### src/rtl/spi_pkg.sv
// Shared definitions for the SPI slave receiver: FSM state encoding and default word width.
package spi_pkg;

    localparam int DEFAULT_DATA_WIDTH = 8;

    typedef enum logic {
        IDLE  = 1'b0,
        SHIFT = 1'b1
    } spi_state_e;

endpackage

### src/rtl/spi_slave_rx_sync_ff.sv
// Multi-flop synchronizer for one asynchronous input, with a configurable reset level.
module sync_ff
    import spi_pkg::*;
#(
    parameter int   DEPTH   = 2,
    parameter logic RST_VAL = 1'b0
) (
    input  logic clk,
    input  logic rst_n,
    input  logic d,
    output logic q
);

    logic [DEPTH-1:0] chain;

    // Shift the raw input through DEPTH flops; reset to the line's idle level.
    always_ff @(posedge clk or negedge rst_n) begin
        if (!rst_n) begin
            chain <= {DEPTH{RST_VAL}};
        end else begin
            chain <= {chain[DEPTH-2:0], d};
        end
    end

    assign q = chain[DEPTH-1];

endmodule

### src/rtl/spi_slave_rx.sv
// SPI mode-0 slave: oversampled sclk/cs_n/mosi, MSB-first receive and transmit,
// one-word TX holding register, back-to-back words under one chip select.
module spi_slave_rx
    import spi_pkg::*;
#(
    parameter int DATA_WIDTH  = DEFAULT_DATA_WIDTH,
    parameter int SYNC_STAGES = 2
) (
    input  logic                  clk,
    input  logic                  rst_n,
    input  logic                  sclk_i,
    input  logic                  cs_n_i,
    input  logic                  mosi_i,
    output logic                  miso_o,
    output logic                  miso_oe,
    input  logic [DATA_WIDTH-1:0] tx_data,
    input  logic                  tx_valid,
    output logic                  tx_ready,
    output logic [DATA_WIDTH-1:0] rx_data,
    output logic                  rx_valid,
    output logic                  tx_underrun,
    output logic                  busy
);

    localparam int CNT_W = $clog2(DATA_WIDTH + 1);
    localparam logic [CNT_W-1:0] LAST_BIT = CNT_W'(DATA_WIDTH - 1);

    spi_state_e state;

    logic sclk_s, cs_n_s, mosi_s;
    logic sclk_p1, cs_n_p1;
    logic sclk_rise, sclk_fall, cs_fall, cs_rise;

    logic [CNT_W-1:0]      cnt;
    logic [DATA_WIDTH-1:0] tx_sr;
    logic [DATA_WIDTH-1:0] rx_sr;
    logic [DATA_WIDTH-1:0] rx_next;
    logic [DATA_WIDTH-1:0] hold_data;
    logic                  hold_full;
    logic                  word_done;
    logic                  tx_load;
    logic                  tx_accept;

    sync_ff #(.DEPTH(SYNC_STAGES), .RST_VAL(1'b0)) u_sync_sclk (
        .clk   (clk),
        .rst_n (rst_n),
        .d     (sclk_i),
        .q     (sclk_s)
    );

    sync_ff #(.DEPTH(SYNC_STAGES), .RST_VAL(1'b1)) u_sync_cs_n (
        .clk   (clk),
        .rst_n (rst_n),
        .d     (cs_n_i),
        .q     (cs_n_s)
    );

    sync_ff #(.DEPTH(SYNC_STAGES), .RST_VAL(1'b0)) u_sync_mosi (
        .clk   (clk),
        .rst_n (rst_n),
        .d     (mosi_i),
        .q     (mosi_s)
    );

    // One-cycle delayed copies of the synchronized sclk and cs_n for edge detection.
    always_ff @(posedge clk or negedge rst_n) begin
        if (!rst_n) begin
            sclk_p1 <= 1'b0;
            cs_n_p1 <= 1'b1;
        end else begin
            sclk_p1 <= sclk_s;
            cs_n_p1 <= cs_n_s;
        end
    end

    assign sclk_rise = sclk_s & ~sclk_p1;
    assign sclk_fall = ~sclk_s & sclk_p1;
    assign cs_fall   = ~cs_n_s & cs_n_p1;
    assign cs_rise   = cs_n_s & ~cs_n_p1;

    assign rx_next   = {rx_sr[DATA_WIDTH-2:0], mosi_s};
    // A word completes on the last rising edge unless the master deselects in the same cycle.
    assign word_done = (state == SHIFT) && !cs_rise && sclk_rise && (cnt == LAST_BIT);
    assign tx_load   = ((state == IDLE) && cs_fall) || word_done;
    assign tx_accept = tx_valid && !hold_full;

    assign tx_ready  = ~hold_full;
    assign miso_o    = tx_sr[DATA_WIDTH-1];

    // Holding register occupancy: an accept always wins, since a load can only empty a full register.
    always_ff @(posedge clk or negedge rst_n) begin
        if (!rst_n) begin
            hold_full <= 1'b0;
        end else if (tx_accept) begin
            hold_full <= 1'b1;
        end else if (tx_load) begin
            hold_full <= 1'b0;
        end
    end

    // Holding register payload; qualified by hold_full so it needs no reset.
    always_ff @(posedge clk) begin
        if (tx_accept) begin
            hold_data <= tx_data;
        end
    end

    // Transfer FSM with registered status outputs, bit counter and both shift registers.
    always_ff @(posedge clk or negedge rst_n) begin
        if (!rst_n) begin
            state       <= IDLE;
            busy        <= 1'b0;
            miso_oe     <= 1'b0;
            cnt         <= '0;
            tx_sr       <= '0;
            rx_sr       <= '0;
            rx_data     <= '0;
            rx_valid    <= 1'b0;
            tx_underrun <= 1'b0;
        end else begin
            rx_valid    <= 1'b0;
            tx_underrun <= 1'b0;
            case (state)
                IDLE: begin
                    if (cs_fall) begin
                        state   <= SHIFT;
                        busy    <= 1'b1;
                        miso_oe <= 1'b1;
                        cnt     <= '0;
                        rx_sr   <= '0;
                    end
                end
                SHIFT: begin
                    if (cs_rise) begin
                        // Deselect drops any partial word and unsent TX bits.
                        state   <= IDLE;
                        busy    <= 1'b0;
                        miso_oe <= 1'b0;
                        cnt     <= '0;
                        tx_sr   <= '0;
                    end else if (sclk_rise) begin
                        rx_sr <= rx_next;
                        if (cnt == LAST_BIT) begin
                            cnt      <= '0;
                            rx_data  <= rx_next;
                            rx_valid <= 1'b1;
                        end else begin
                            cnt <= cnt + CNT_W'(1);
                        end
                    end else if (sclk_fall && (cnt != '0)) begin
                        // The falling edge right after a word boundary must not shift the freshly loaded word.
                        tx_sr <= {tx_sr[DATA_WIDTH-2:0], 1'b0};
                    end
                end
                default: state <= IDLE;
            endcase
            if (tx_load) begin
                tx_sr       <= hold_full ? hold_data : '0;
                tx_underrun <= ~hold_full;
            end
        end
    end

endmodule

### config.mk
export PLATFORM = sky130hd
export DESIGN_NAME = spi_slave_rx
export DESIGN_NICKNAME = d
export VERILOG_FILES = /design/src/rtl/spi_pkg.sv /design/src/rtl/spi_slave_rx_sync_ff.sv /design/src/rtl/spi_slave_rx.sv
export SDC_FILE = /design/constraint.sdc
export NUM_CORES = 1
export LEC_CHECK = 0
export CORE_ASPECT_RATIO = 0.6
export CORE_MARGIN = 1
export CORE_UTILIZATION = 53
export CTS_CLUSTER_DIAMETER = 50
export DETAILED_ROUTE_END_ITERATION = 10
export PLACE_DENSITY = 0.78
export SYNTH_ARGS = -nofsm -noshare
export SYNTH_HDL_FRONTEND = slang
export SYNTH_SLANG_ARGS = --single-unit
### constraint.sdc
create_clock -name clk -period 2.54 [get_ports clk]
set_clock_uncertainty 0.2 [all_clocks]
set_input_delay 0.762 -clock clk [delete_from_list [all_inputs] [get_ports clk]]
set_output_delay 0.762 -clock clk [all_outputs]
set_load 0.01 [all_outputs]
==> reports/results.txt <==
top_reg_cell synth: dfrtp_1
first-pass GRT wire length: 6.08 mm
proportion of layout cells with a drive suffix above 1: 0.135
endpoint class of the critical path: output pin
die width: 82.0 µm
Worst R2R Path Depth: 3
DP HPWL: 2.58 mm
DRT Wirelength: 3.56 mm
Tcrit/Tclk final: 0.955
Placer Congestion: 0.750
full die area: 4100 µm²
startpoint types: flip-flop
PwrDens: 729 nW/µm²
Post-Syn Nets: 178
multi-input combinational cell area: 696 µm²
Vias/cell: 5.29
Max Root-Sink Buffers: 2
clock sink total: 48
min Tclk post-route: 2420 ps
FF-to-FF setup slack: 440 ps
worst flop-to-flop path startpoint: u_sync_sclk.chain[1]
normalized max-slew margin: 0.575
crit-path max FO: 11
worst vdd ir: 0.000404 V
EDFF count, synth: 8
initial antenna violation count: 0
Layout Nets: 207
sequential share of the synthesized area: 0.612
Tightest Pin Transition: 638 ps
via count: 1,265
largest net degree at the start of global routing: 41
DR WL/cell: 14.9 µm
status: finished, violations left
Initial Util: 0.553
remaining global-route overflow: 0
hold_buf cts: 0
RSZ-0062 raised after global routing: no
post_cts resized: 0
Routed Antenna Nets: 0
postcts setup bufs: 0
Core Area: 3680 µm²
# IOs: 28
CTS H-tree depth: 2
Residual DRC: 2
worst hold path class: reg2reg
vias in the first global route: 1,332
number of max-cap violations: 0
Tot Pwr: 0.00177 W
Worst-path clk slew: 90 ps
Cells after Synth: 162
synthesized area: 2030 µm²
CTS tree: built
Lkg Pwr: 1.06 nW
Data arrival, critical path: 1460 ps
Avg Cell Area, Syn: 12.6 µm²
Worst Min Path Start: u_sync_sclk.chain[0]
clk root buf: clkbuf_8
Starting DRT DRC Count: 83
Final setup viols: 0
IO buf count: 27
FILL cells: 276
achievable frequency: 0.412 GHz
Die H: 50.0 µm
critical path class: reg2out
Netlist cell types: 41
asr flop ratio synth: 0.833
cell count of the worst hold path: 0
clk_lat worst skew: 300 ps
Hold EP: u_sync_sclk.chain[1]
final hold vios: 0
Critical R2R Capture: rx_data[0]
failing checks: DRC
Register Area: 1240 µm²
fin. max-slew vios: 0
Rows: 17
YS warnings: 0
CTS Buf Count: 5
total track usage: 0.209
WP data required: 1580 ps
synthesis-to-finish area growth: 19.4%
setup TNS: 0 ps
# diodes: 0
drt pass-1 iters: 7
Synth Register Bits: 48
-- logic make-up (layout without fill, tap and decap cells) --
| logic type | Yosys count | after routing | synth area share |
|---|---|---|---|
| flip-flops | 48 | 48 | 0.612 |
| AND/OR/NAND/NOR | 43 | 43 | 0.111 |
| AO/OA/AOI/OAI | 33 | 33 | 0.135 |
| buffers and inverters | 20 | 50 | 0.0455 |
| multiplexers | 16 | 16 | 0.0837 |
| adder cells (fa/ha/maj) | 2 | 2 | 0.0123 |
-- critical path, stage by stage, from the launching register on --
cell and delay [ps]:
dfrtp_1 510, inv_1 120, clkdlybuf4s50_1 530
-- cell type report --
class                           count  share of cell area
Tap cell                           47              0.0242
Inverter                           12              0.0185
Multi-Input combinational cell     94               0.286
Clock buffer                        6              0.0340
Clock inverter                      2             0.00567
Sequential cell                    48               0.513
Timing Repair Buffer               30               0.118
-- cells in the final DEF (no fill, tap or decap), drive strengths merged --
cell type,count
dfstp,3
inv,13
clkinvlp,1
mux2,8
edfxtp,8
a22o,2
dfrtp,37
nand3,1
and3b,1
a31o,1
a21o,1
or3,1
a221oi,1
mux2i,8
a211oi,3
and2b,1
o221ai,1
o2bb2ai,7
nor2,3
a311oi,1
nand4,2
ha,2
nor2b,3
nor3b,1
nand3b,1
nand2b,2
nand2,26
or2b,1
a41oi,1
buf,4
clkbuf,6
clkdlybuf4s50,26
o21ai,12
a21oi,3
-- cells in the mapped netlist, types with 2 or more instances --
cell       count  share of area
dfrtp_1       37           0.46
nand2_1       26          0.048
inv_1         12          0.022
o21ai_0       11          0.027
edfxtp_1       8           0.12
mux2i_1        8          0.039
mux2_1         7          0.039
o2bb2ai_1      7          0.030
a21oi_1        3         0.0074
clkbuf_1       3         0.0055
dfstp_2        3          0.039
nor2_1         3         0.0055
nor2b_1        3         0.0092
a22o_1         2         0.0086
buf_4          2         0.0074
ha_1           2          0.012
-- power by group --
part | leakage, nW | total, W | internal (W) | switching (W)
sequential | 0.594 | 0.000982 | 0.000897 | 0.0000854
clock | 0.0477 | 0.000471 | 0.000221 | 0.000250
combinational | 0.421 | 0.000318 | 0.000165 | 0.000153
-- worst max path at each step --
stage                          from  endpoint  slack, ps  cells past startpoint
final                     hold_full  tx_ready        120                      2
after detailed placement  hold_full  tx_ready        440                      2
after global placement    hold_full  tx_ready        480                      2
after CTS                 hold_full  tx_ready        100                      2
after floorplan             cs_n_p1  tx_sr[7]        670                      5
after global routing      hold_full  tx_ready         50                      2
-- routing by layer --
| metal | global-route usage | up-vias | wire length (µm) |
|---|---|---|---|
| li1 | - | 620 | - |
| met5 | 0 | - | 0 |
| met2 | 0.321 | 18 | 1700 |
| met3 | 0.0667 | 4 | 110 |
| met4 | 0.0819 | 0 | 43 |
| met1 | 0.276 | 623 | 1710 |
-- per-stage QoR --
stage          cells  cell area (µm²)  setup slack (ps)  hold WS [ps]  utilization
3_5_place_dp     231             2330               441           138        0.634
2_1_floorplan    162             2030               669           131            -
5_1_grt          239             2430              49.5           170        0.660
3_3_place_gp     231             2330               479           137        0.634
6_report         239             2430               116           153        0.660
4_1_cts          239             2430               103           159        0.660
-- flip-flops by register name, summed over array words and instances (netlist names) --
signal	flops
rx_data	8
state	1
cs_n_p1	1
hold_data	8
tx_underrun	1
u_sync_mosi.chain	2
tx_sr	8
rx_valid	1
busy	1
u_sync_cs_n.chain	2
sclk_p1	1
cnt	4
u_sync_sclk.chain	2
rx_sr	7
hold_full	1
No activity file was read; power rests on OpenSTA's default activity.
